===== src/rtl/hazard_pkg.sv =====
// Shared types and constants for the pipeline hazard controller.
package hazard_pkg;

  typedef enum logic [1:0] {
    RUN      = 2'd0,
    MEM_WAIT = 2'd1,
    MUL_WAIT = 2'd2
  } state_e;

  localparam logic [1:0] FWD_RF = 2'b00;
  localparam logic [1:0] FWD_W  = 2'b01;
  localparam logic [1:0] FWD_M  = 2'b10;

endpackage


===== src/rtl/hazard_ctrl_if.sv =====
// Pipeline status in, stage enables / bubbles / forwarding selects out.
interface hazard_ctrl_if;
  logic [4:0] rsD;
  logic [4:0] rtD;
  logic [4:0] rsE;
  logic [4:0] rtE;
  logic [4:0] WriteRegE;
  logic       RegWriteE;
  logic       MemToRegE;
  logic       mulE;
  logic [4:0] WriteRegM;
  logic       RegWriteM;
  logic       dmissM;
  logic       dreadyM;
  logic [4:0] WriteRegW;
  logic       RegWriteW;
  logic       takenD;
  logic       enPC;
  logic       enFD;
  logic       enDE;
  logic       enEM;
  logic       enMW;
  logic       nopDE;
  logic       flushFD;
  logic [1:0] forwardAE;
  logic [1:0] forwardBE;
  logic       busy;

  modport master (
    output rsD, rtD, rsE, rtE, WriteRegE, RegWriteE, MemToRegE, mulE,
           WriteRegM, RegWriteM, dmissM, dreadyM, WriteRegW, RegWriteW, takenD,
    input  enPC, enFD, enDE, enEM, enMW, nopDE, flushFD, forwardAE, forwardBE, busy
  );

  modport slave (
    input  rsD, rtD, rsE, rtE, WriteRegE, RegWriteE, MemToRegE, mulE,
           WriteRegM, RegWriteM, dmissM, dreadyM, WriteRegW, RegWriteW, takenD,
    output enPC, enFD, enDE, enEM, enMW, nopDE, flushFD, forwardAE, forwardBE, busy
  );
endinterface


===== src/rtl/fwd_unit.sv =====
// E-stage operand bypass select; M result takes precedence over W as it is newer.
module fwd_unit
  import hazard_pkg::*;
(
  input  logic [4:0] src_e,
  input  logic [4:0] wr_reg_m,
  input  logic       reg_write_m,
  input  logic [4:0] wr_reg_w,
  input  logic       reg_write_w,
  output logic [1:0] fwd_sel
);

  always_comb begin
    fwd_sel = FWD_RF;
    if (reg_write_m && (wr_reg_m != 5'd0) && (wr_reg_m == src_e))
      fwd_sel = FWD_M;
    else if (reg_write_w && (wr_reg_w != 5'd0) && (wr_reg_w == src_e))
      fwd_sel = FWD_W;
  end

endmodule


===== src/rtl/hazard_ctrl.sv =====
// Stall/flush sequencer for the 5-stage pipeline: load-use bubbles,
// multicycle multiply holds and data-cache miss holds, plus E-stage forwarding.
module hazard_ctrl
  import hazard_pkg::*;
#(
  parameter int MUL_LAT = 4
) (
  input  logic         clk,
  input  logic         reset,
  hazard_ctrl_if.slave hz
);

  localparam int CW = $clog2(MUL_LAT) + 1;
  localparam logic [CW-1:0] CNT_INIT = (MUL_LAT > 1) ? CW'(MUL_LAT - 2) : '0;

  state_e        state_q, state_d;
  logic [CW-1:0] cnt_q, cnt_d;
  logic          en_front, en_back, nop_de, flush_fd, lu;
  logic [1:0]    fwd_a, fwd_b;

  fwd_unit u_fwd_a (
    .src_e       (hz.rsE),
    .wr_reg_m    (hz.WriteRegM),
    .reg_write_m (hz.RegWriteM),
    .wr_reg_w    (hz.WriteRegW),
    .reg_write_w (hz.RegWriteW),
    .fwd_sel     (fwd_a)
  );

  fwd_unit u_fwd_b (
    .src_e       (hz.rtE),
    .wr_reg_m    (hz.WriteRegM),
    .reg_write_m (hz.RegWriteM),
    .wr_reg_w    (hz.WriteRegW),
    .reg_write_w (hz.RegWriteW),
    .fwd_sel     (fwd_b)
  );

  assign lu = hz.MemToRegE && hz.RegWriteE && (hz.WriteRegE != 5'd0) &&
              ((hz.WriteRegE == hz.rsD) || (hz.WriteRegE == hz.rtD));

  // en_front gates PC and F/D; en_back gates D/E, E/M and M/W.
  always_comb begin
    state_d  = state_q;
    cnt_d    = cnt_q;
    en_front = 1'b0;
    en_back  = 1'b0;
    nop_de   = 1'b0;
    flush_fd = 1'b0;
    case (state_q)
      RUN: begin
        if (hz.dmissM) begin
          state_d = MEM_WAIT;
        end else if (hz.mulE && (MUL_LAT > 1)) begin
          cnt_d   = CNT_INIT;
          state_d = MUL_WAIT;
        end else if (lu) begin
          en_back = 1'b1;
          nop_de  = 1'b1;
        end else begin
          en_front = 1'b1;
          en_back  = 1'b1;
          flush_fd = hz.takenD;
        end
      end
      MEM_WAIT: begin
        if (hz.dreadyM) begin
          en_front = 1'b1;
          en_back  = 1'b1;
          state_d  = RUN;
        end
      end
      MUL_WAIT: begin
        if (cnt_q == '0) begin
          en_front = 1'b1;
          en_back  = 1'b1;
          state_d  = RUN;
        end else begin
          cnt_d = cnt_q - CW'(1);
        end
      end
      default: state_d = RUN;
    endcase
  end

  always_ff @(posedge clk or posedge reset) begin
    if (reset) begin
      state_q <= RUN;
      cnt_q   <= '0;
    end else begin
      state_q <= state_d;
      cnt_q   <= cnt_d;
    end
  end

  // Everything is forced quiet while reset is held, forwarding included.
  assign hz.enPC      = en_front & ~reset;
  assign hz.enFD      = en_front & ~reset;
  assign hz.enDE      = en_back & ~reset;
  assign hz.enEM      = en_back & ~reset;
  assign hz.enMW      = en_back & ~reset;
  assign hz.nopDE     = nop_de & ~reset;
  assign hz.flushFD   = flush_fd & ~reset;
  assign hz.forwardAE = reset ? FWD_RF : fwd_a;
  assign hz.forwardBE = reset ? FWD_RF : fwd_b;
  assign hz.busy      = (state_q != RUN) & ~reset;

endmodule

===== src/flat_wrapper.sv =====
// flat-port wrapper written by rule: the top's interface ports become plain ports
module hazard_ctrl_flat import hazard_pkg::*;
#(
  parameter int MUL_LAT = 4
)
  (clk, reset, hz_rsD, hz_rtD, hz_rsE, hz_rtE, hz_WriteRegE, hz_RegWriteE, hz_MemToRegE, hz_mulE, hz_WriteRegM, hz_RegWriteM, hz_dmissM, hz_dreadyM, hz_WriteRegW, hz_RegWriteW, hz_takenD, hz_enPC, hz_enFD, hz_enDE, hz_enEM, hz_enMW, hz_nopDE, hz_flushFD, hz_forwardAE, hz_forwardBE, hz_busy);
  hazard_ctrl_if hz_i ();
  input  logic clk;
  input  logic reset;
  input wire logic [$bits(hz_i.rsD)-1:0] hz_rsD;
  input wire logic [$bits(hz_i.rtD)-1:0] hz_rtD;
  input wire logic [$bits(hz_i.rsE)-1:0] hz_rsE;
  input wire logic [$bits(hz_i.rtE)-1:0] hz_rtE;
  input wire logic [$bits(hz_i.WriteRegE)-1:0] hz_WriteRegE;
  input wire logic [$bits(hz_i.RegWriteE)-1:0] hz_RegWriteE;
  input wire logic [$bits(hz_i.MemToRegE)-1:0] hz_MemToRegE;
  input wire logic [$bits(hz_i.mulE)-1:0] hz_mulE;
  input wire logic [$bits(hz_i.WriteRegM)-1:0] hz_WriteRegM;
  input wire logic [$bits(hz_i.RegWriteM)-1:0] hz_RegWriteM;
  input wire logic [$bits(hz_i.dmissM)-1:0] hz_dmissM;
  input wire logic [$bits(hz_i.dreadyM)-1:0] hz_dreadyM;
  input wire logic [$bits(hz_i.WriteRegW)-1:0] hz_WriteRegW;
  input wire logic [$bits(hz_i.RegWriteW)-1:0] hz_RegWriteW;
  input wire logic [$bits(hz_i.takenD)-1:0] hz_takenD;
  output wire logic [$bits(hz_i.enPC)-1:0] hz_enPC;
  output wire logic [$bits(hz_i.enFD)-1:0] hz_enFD;
  output wire logic [$bits(hz_i.enDE)-1:0] hz_enDE;
  output wire logic [$bits(hz_i.enEM)-1:0] hz_enEM;
  output wire logic [$bits(hz_i.enMW)-1:0] hz_enMW;
  output wire logic [$bits(hz_i.nopDE)-1:0] hz_nopDE;
  output wire logic [$bits(hz_i.flushFD)-1:0] hz_flushFD;
  output wire logic [$bits(hz_i.forwardAE)-1:0] hz_forwardAE;
  output wire logic [$bits(hz_i.forwardBE)-1:0] hz_forwardBE;
  output wire logic [$bits(hz_i.busy)-1:0] hz_busy;
  assign hz_i.rsD = hz_rsD;
  assign hz_i.rtD = hz_rtD;
  assign hz_i.rsE = hz_rsE;
  assign hz_i.rtE = hz_rtE;
  assign hz_i.WriteRegE = hz_WriteRegE;
  assign hz_i.RegWriteE = hz_RegWriteE;
  assign hz_i.MemToRegE = hz_MemToRegE;
  assign hz_i.mulE = hz_mulE;
  assign hz_i.WriteRegM = hz_WriteRegM;
  assign hz_i.RegWriteM = hz_RegWriteM;
  assign hz_i.dmissM = hz_dmissM;
  assign hz_i.dreadyM = hz_dreadyM;
  assign hz_i.WriteRegW = hz_WriteRegW;
  assign hz_i.RegWriteW = hz_RegWriteW;
  assign hz_i.takenD = hz_takenD;
  assign hz_enPC = hz_i.enPC;
  assign hz_enFD = hz_i.enFD;
  assign hz_enDE = hz_i.enDE;
  assign hz_enEM = hz_i.enEM;
  assign hz_enMW = hz_i.enMW;
  assign hz_nopDE = hz_i.nopDE;
  assign hz_flushFD = hz_i.flushFD;
  assign hz_forwardAE = hz_i.forwardAE;
  assign hz_forwardBE = hz_i.forwardBE;
  assign hz_busy = hz_i.busy;
  hazard_ctrl #(.MUL_LAT(MUL_LAT)) u_core (.clk(clk), .reset(reset), .hz(hz_i));
endmodule

===== config.mk =====
export PLATFORM = sky130hd
export DESIGN_NAME = hazard_ctrl_flat
export DESIGN_NICKNAME = d
export VERILOG_FILES = /design/src/rtl/hazard_pkg.sv /design/src/rtl/hazard_ctrl_if.sv /design/src/rtl/fwd_unit.sv /design/src/rtl/hazard_ctrl.sv /design/src/flat_wrapper.sv
export SDC_FILE = /design/constraint.sdc
export NUM_CORES = 1
export LEC_CHECK = 0
export CORE_AREA = 2 2 52 54
export CTS_CLUSTER_DIAMETER = 40
export DETAILED_ROUTE_END_ITERATION = 6
export DIE_AREA = 0 0 54 56
export HOLD_SLACK_MARGIN = 0.02
export MAX_ROUTING_LAYER = met4
export PLACE_DENSITY = 0.77
export SYNTH_ARGS = -nofsm -noshare
export SYNTH_HDL_FRONTEND = slang
export SYNTH_HIERARCHICAL = 1
export SYNTH_SLANG_ARGS = --single-unit

===== constraint.sdc =====
create_clock -name clk -period 2.1 [get_ports clk]
set_input_delay 0.21 -clock clk [delete_from_list [all_inputs] [get_ports clk]]
set_output_delay 0.21 -clock clk [all_outputs]
set_load 0.02 [all_outputs]

==> results of run 1 <==
-- cell usage after synthesis --
master | count | area (um2)
a2111oi_1 | 1 | 10.0
a211oi_1 | 2 | 15.0
a211oi_2 | 2 | 25.0
a21oi_1 | 5 | 25.0
and2b_1 | 1 | 7.51
and3b_1 | 1 | 8.76
buf_4 | 3 | 22.5
clkbuf_2 | 1 | 5.00
dfrtp_1 | 5 | 125
ha_1 | 2 | 25.0
inv_1 | 5 | 18.8
mux2_2 | 3 | 33.8
nand2_1 | 9 | 33.8
nand2b_1 | 1 | 6.26
nand3_1 | 6 | 30.0
nor2_1 | 12 | 45.0
nor2_4 | 1 | 11.3
nor2b_1 | 5 | 31.3
nor3_1 | 4 | 20.0
nor3_2 | 2 | 20.0
nor4_1 | 2 | 12.5
o21ai_0 | 1 | 5.00
o22ai_1 | 1 | 6.26
o41ai_2 | 2 | 32.5
or3_1 | 2 | 12.5
or4_4 | 1 | 11.3
xnor2_1 | 20 | 175
xor2_1 | 6 | 52.6
-- logic make-up (layout without fill, tap and decap cells) --
logic type,after synthesis,after routing,synth area share
compound gates,14,14,0.144
buf+inv,9,81,0.0560
mux,3,3,0.0408
flops,5,5,0.151
xor+xnor,26,26,0.275
fa+ha+maj,2,2,0.0303
simple gates,47,47,0.303
-- cell type report --
class                   count  area share
multi-input cells          92       0.437
repair buffers             72       0.426
flip-flops and latches      5      0.0826
well taps                  30      0.0248
clock buffers               4      0.0174
inverters                   5      0.0124
-- metrics by stage --
| step | instance area [um2] | setup slack, ns | hold slack, ns |
|---|---|---|---|
| after floorplan | 827 | 0.0698 | -0.0115 |
| after global placement | 1520 | -0.477 | 0.495 |
| after detailed placement | 1520 | -0.517 | 0.498 |
| after CTS | 1530 | 0.000159 | 0.366 |
| after global routing | 1510 | -0.0509 | 0.402 |
| final | 1510 | 0.0176 | 0.370 |
-- flip-flops by register name, summed over array words and instances (netlist names) --
signal and flops:
u_core/state_q 2, u_core/cnt_q 3
-- worst min-delay path: cells and delay by family --
family,cells,cell delay [ns]
buf+inv,3,0.76
-- worst max-delay path by stage --
stage	from	cells after the start	slack, ns	to
after global placement	hz_WriteRegE[2]	7	-0.48	hz_enFD
final	hz_dmissM	7	0.02	hz_enMW
after floorplan	u_core/state_q[0]	5	0.07	hz_enPC
after CTS	hz_dmissM	7	0.0002	hz_enDE
after global routing	hz_dmissM	7	-0.05	hz_enMW
after detailed placement	hz_WriteRegE[2]	7	-0.52	hz_enPC
-- layout by cell type (no fill, tap or decap), drive strengths merged, types with 2 or more instances in the layout --
| cell | n |
|---|---|
| clkdlybuf4s50 | 40 |
| xnor2 | 20 |
| buf | 20 |
| nor2 | 13 |
| nand2 | 9 |
| clkbuf | 9 |
| nand3 | 6 |
| xor2 | 6 |
| nor3 | 6 |
| nor2b | 5 |
| a21oi | 5 |
| inv | 5 |
| dfrtp | 5 |
| dlygate4sd2 | 4 |
| a211oi | 4 |
| dlymetal6s2s | 3 |
| mux2 | 3 |
| or3 | 2 |
| ha | 2 |
| o41ai | 2 |
| nor4 | 2 |
-- power by group through the flow --
| stage | Combinational, W | Clock, W | Sequential, W |
|---|---|---|---|
| 2_1_floorplan | 0.000276 | 0 | 0.000148 |
| 3_3_place_gp | 0.000546 | 0 | 0.000145 |
| 3_5_place_dp | 0.000559 | 0 | 0.000147 |
| 5_1_grt | 0.000591 | 0.000119 | 0.000149 |
| 6_report | 0.000540 | 0.000111 | 0.000145 |
| 4_1_cts | 0.000540 | 0.000119 | 0.000145 |
-- per-layer routing --
layer	GRT usage	up-vias	share of wire	wire (um)
met2	0.348	33	0.53	1420
met4	0.0643	0	0.012	33
met5	-	-	0	0
met3	0.0108	4	0.074	198
li1	-	509	-	-
met1	0.185	435	0.38	1010
-- timing repair --
| item | 4_1_cts | 5_1_grt |
|---|---|---|
| gates resized for setup | 28 | 14 |
| pin swaps | 2 | 3 |
| setup endpoints to repair | 11 | 11 |
| cloned | 0 | 0 |
==> impl_results.md, run 1 <==
* Outcome: finished clean
* Routability Congestion at 0.755
* Wire length of the first global-routing pass at 4.11 mm
* Overall power at 0.000796 W
* Flop pwr share at 0.182
* Max frequency at 480 MHz
* Worst R2R End: u_core/cnt_q[2]
* Largest net degree at the start of global routing at 9
* Clk sink count at 5
* Critical path's top delay family: buffers and inverters
* Post-CTS setup repair buffer count at 0
* Final setup violation count at 0
* Cell mode on critical path: a21oi_1
* Syn nets at 153
* Fin util at 0.622
* CP required at 1.89 ns
* Layout cells sized above 1 at 0.225
* CP bufs+invs at 3
* I/O Pins at 57
* P&R area growth vs syn at 83.1%
* Die area at 3020 um2
* First drt pass iteration count at 4
* Pwr/cell area at 526 nW/um2
* Worst rel slew slack at 0.796
* Critical path class: primary input to primary output
* Starting DRC count in detailed routing at 18
* Gr ovfl total at 0
* Cell Rows at 18
* Reg area at 125 um2
* Startpoint type of the worst setup path: primary input
* Max-cap viol count at 0
* Cell area after synthesis at 827 um2
* # DRC at 0
* Root Buffer: clkbuf_4
* Post-CTS Hold Fix Bufs at 0
* Reg2reg path depth at 8
* Gr usage total at 0.182
* Synth Instances at 106
* RSZ-0062 raised after global routing: yes
* Max IR drop VDD at 452 uV
* CTS tree: done
* H-tree levels at 1
* Slew Limit Fails at 0
* Mean cell area of the mapped netlist at 7.80 um2
* WL final at 2.66 mm
* Maximum buffer depth of the clock tree at 2
* #FFs+latches synth at 5
* Via Count at 981
* Combinational power share at 0.679
* Final hold vios at 0
* Antenna Cells at 0
* Post-Layout Cell Count at 208
* PortBufs at 56
* Initial antenna violation count at 0
* Switch Pwr at 0.000302 W
* CP Capture Type: primary output
* Sequential fraction of the synthesis area at 0.151
* Leak at 0.653 nW
* Slowest cell on crit path: clkdlybuf4s50_1
* Slew @ Worst Pin at 0.303 ns
* Vias per cell at 4.72
* Setup tns final at 0 ns
* Cell chain of the critical path: clkdlybuf4s50_1, or3_1, a21oi_1, a21oi_1, buf_4, nor2_1, dlygate4sd2_1
* Post-synth cell types at 28
* Core area at 2430 um2
* Clock Skew at 0.00204 ns
* Final Cycle Share at 0.992
* Chip Height at 56 um
* HP Class: primary input to async pin
* Die Wd at 54 um
* Starting Density at 0.340
* Dpl cells at 204
* Ys Warns at 6
* Crit Reg-Reg Startpoint: u_core/cnt_q[0]
* Vias in the first global route at 1036
* Clk pwr share at 0.139
* Area of the multi-input gates at 662 um2
* Post-route ant nets at 0
* WL/cell at 12.8 um
* Switching share of power at 0.379
* CP arrival at 1.87 ns
* Fin nets at 226
* Worst-path maximum fanout at 3
* Clock latency on the worst-skew pair at 0.24 ns
* Fillers at 218
* Internal Power at 0.000494 W
* DP HPWL at 2.31 mm
* Clk slew on worst S/H paths at 0.04 ns
* Final min period at 2.08 ns
* Slowest stage delay, CP at 0.41 ns
* TritonCTS Buffers at 3
* Register-to-register setup slack at 0.31 ns
(Power assumes the default switching activity.)
==> inputs of run 2 (changes only) <==
Settings changed: CORE_AREA 2 2 52 54 to 2 2 58 49, DIE_AREA 0 0 54 56 to 0 0 60 51.
Clock period 2.1 ns to 2.15 ns, I/O delays scaled along.
==> run 2 against run 1 <==
Wire length is 1.7% higher. Worst setup slack better by 0.046 ns. Final cell count is 2.4% higher. Clock skew is 0.0071 ns higher. Via count is 1.8% higher. Sequential power is 7% higher. Clock-buffer cell count stayed put. Global-route usage is 0.086 points higher. Die area is 1.2% higher. Critical path depth stayed put. Sequential share of layout area is 0.17 points higher.
==> impl_results.md, run 2 (synthesized netlist as in run 1, its figures left out) <==
* Outcome: finished clean
* PortBufs at 56
* Root Buffer: clkbuf_4
* Combinational power share at 0.635
* Final setup violation count at 0
* Max-cap viol count at 0
* Startpoint type of the worst setup path: primary input
* Vias per cell at 4.69
* CP required at 1.93 ns
* Final hold vios at 0
* WHS at 0.355 ns
* Maximum buffer depth of the clock tree at 2
* Commonest non-fill, non-tap cell in the layout: clkdlybuf4s50_1
* Switch Pwr at 0.000295 W
* Pwr/cell area at 497 nW/um2
* Initial antenna violation count at 0
* Gr ovfl total at 0
* Fillers at 239
* Slew @ Worst Pin at 0.384 ns
* Post-route ant nets at 0
* Internal Power at 0.000442 W
* Post-CTS setup repair buffer count at 0
* Core area at 2570 um2
* Via Count at 999
* Setup tns final at 0 ns
* Clk pwr share at 0.155
* Biggest regs: u_core/cnt_q x3, u_core/state_q x2
* WL/cell at 12.7 um
* Max frequency at 479 MHz
* Layout cells sized above 1 at 0.206
* Register-to-register setup slack at 0.44 ns
* H-tree levels at 1
* Fin nets at 223
* Worst rel slew slack at 0.743
* CP arrival at 1.87 ns
* Cell Rows at 17
* HP Class: primary input to async pin
* Worst R2R End: u_core/cnt_q[1]
* Antenna Cells at 0
* Chip Height at 51 um
* Clk slew on worst S/H paths at 0.05 ns
* Dpl cell area at 1510 um2
* Slew Limit Fails at 0
* Gr usage total at 0.183
* Final min period at 2.09 ns
* Switching share of power at 0.400
* Post-Layout Inst Area at 1480 um2
* Routability Congestion at 0.828
* Clock latency on the worst-skew pair at 0.25 ns
* Final Cycle Share at 0.971
* CTS tree: done
* Commonest non-fill, non-tap cells in the layout: clkdlybuf4s50_1, xnor2_1, buf_4, nor2_1, nand2_1
* DP HPWL at 2.40 mm
* Max IR drop VDD at 376 uV
* # DRC at 0
* CP Capture Type: primary output
* Vias in the first global route at 924
* First drt pass iteration count at 4
* Wire length of the first global-routing pass at 4.13 mm
* Critical path class: primary input to primary output
* Flop pwr share at 0.210
* Clock Skew at 0.00910 ns
* RSZ-0062 raised after global routing: yes
* Max reg flops at 3
* Clk sink count at 5
* TritonCTS Buffers at 3
* Biggest register: u_core/cnt_q
* Starting DRC count in detailed routing at 39
* Reg2reg path depth at 7
* I/O Pins at 57
* Largest net degree at the start of global routing at 10
* Fin util at 0.577
* Die Wd at 60 um
* Worst-path maximum fanout at 3
* Post-Layout Cell Count at 213
* Leak at 0.603 nW
* Die area at 3060 um2
* Crit Reg-Reg Startpoint: u_core/cnt_q[0]
* WL final at 2.70 mm
* P&R area growth vs syn at 79.4%
* Dpl cells at 209
* Starting Density at 0.321
-- run 2: worst max path at each step --
stage / startpoint / depth (start not counted) / end
2_1_floorplan: u_core/state_q[0] / 5 / hz_enPC
3_3_place_gp: hz_WriteRegE[1] / 6 / hz_enPC
3_5_place_dp: hz_WriteRegE[1] / 6 / hz_enFD
4_1_cts: hz_WriteRegE[1] / 6 / hz_flushFD
5_1_grt: hz_dmissM / 7 / hz_enMW
6_report: hz_dmissM / 7 / hz_enEM
-- run 2: worst max-delay path, stage by stage --
cell and delay (ns):
clkdlybuf4s50_1 0.43, or3_1 0.40, a21oi_1 0.14, a21oi_1 0.07, buf_4 0.13, nor2_1 0.13, dlygate4sd2_1 0.36
-- run 2: metal layers --
metal  track usage  wire length (um)  vias up
met5             -                 0        -
met4        0.0370                10        0
met3        0.0430               125        3
met2         0.297              1380       33
met1         0.232              1180      462
li1              -                 -      501
-- run 2: power groups by stage --
stage / registers [W] / clock network (W) / logic [W]
CTS: 0.000154 / 0.000120 / 0.000471
global placement: 0.000152 / 0 / 0.000473
global route: 0.000161 / 0.000129 / 0.000507
finish: 0.000155 / 0.000114 / 0.000468
floorplan: 0.000145 / 0 / 0.000270
detailed placement: 0.000156 / 0 / 0.000490
-- run 2: timing repair --
| item | in CTS | in global routing |
|---|---|---|
| setup endpoints to repair | 11 | 9 |
| gates cloned | 0 | 0 |
| gates resized for setup | 21 | 13 |
| hold buffers | 0 | 0 |
| pin swaps | 1 | 0 |
-- run 2: area by class of cell --
cell class / instances / area (um2) / share of cell area
sequential: 5 / 125 / 0.0843
clock buffer: 4 / 26.3 / 0.0177
tap: 38 / 47.5 / 0.0320
timing repair buffer: 69 / 611 / 0.411
multi-input combinational: 92 / 656 / 0.442
inverter: 5 / 18.8 / 0.0126
-- run 2: through the flow --
step	power, W	setup WS (ns)
floorplan	0.000415	0.115
global placement	0.000625	-0.340
detailed placement	0.000647	-0.414
CTS	0.000745	0.00600
global route	0.000797	-0.0664
finish	0.000737	0.0633
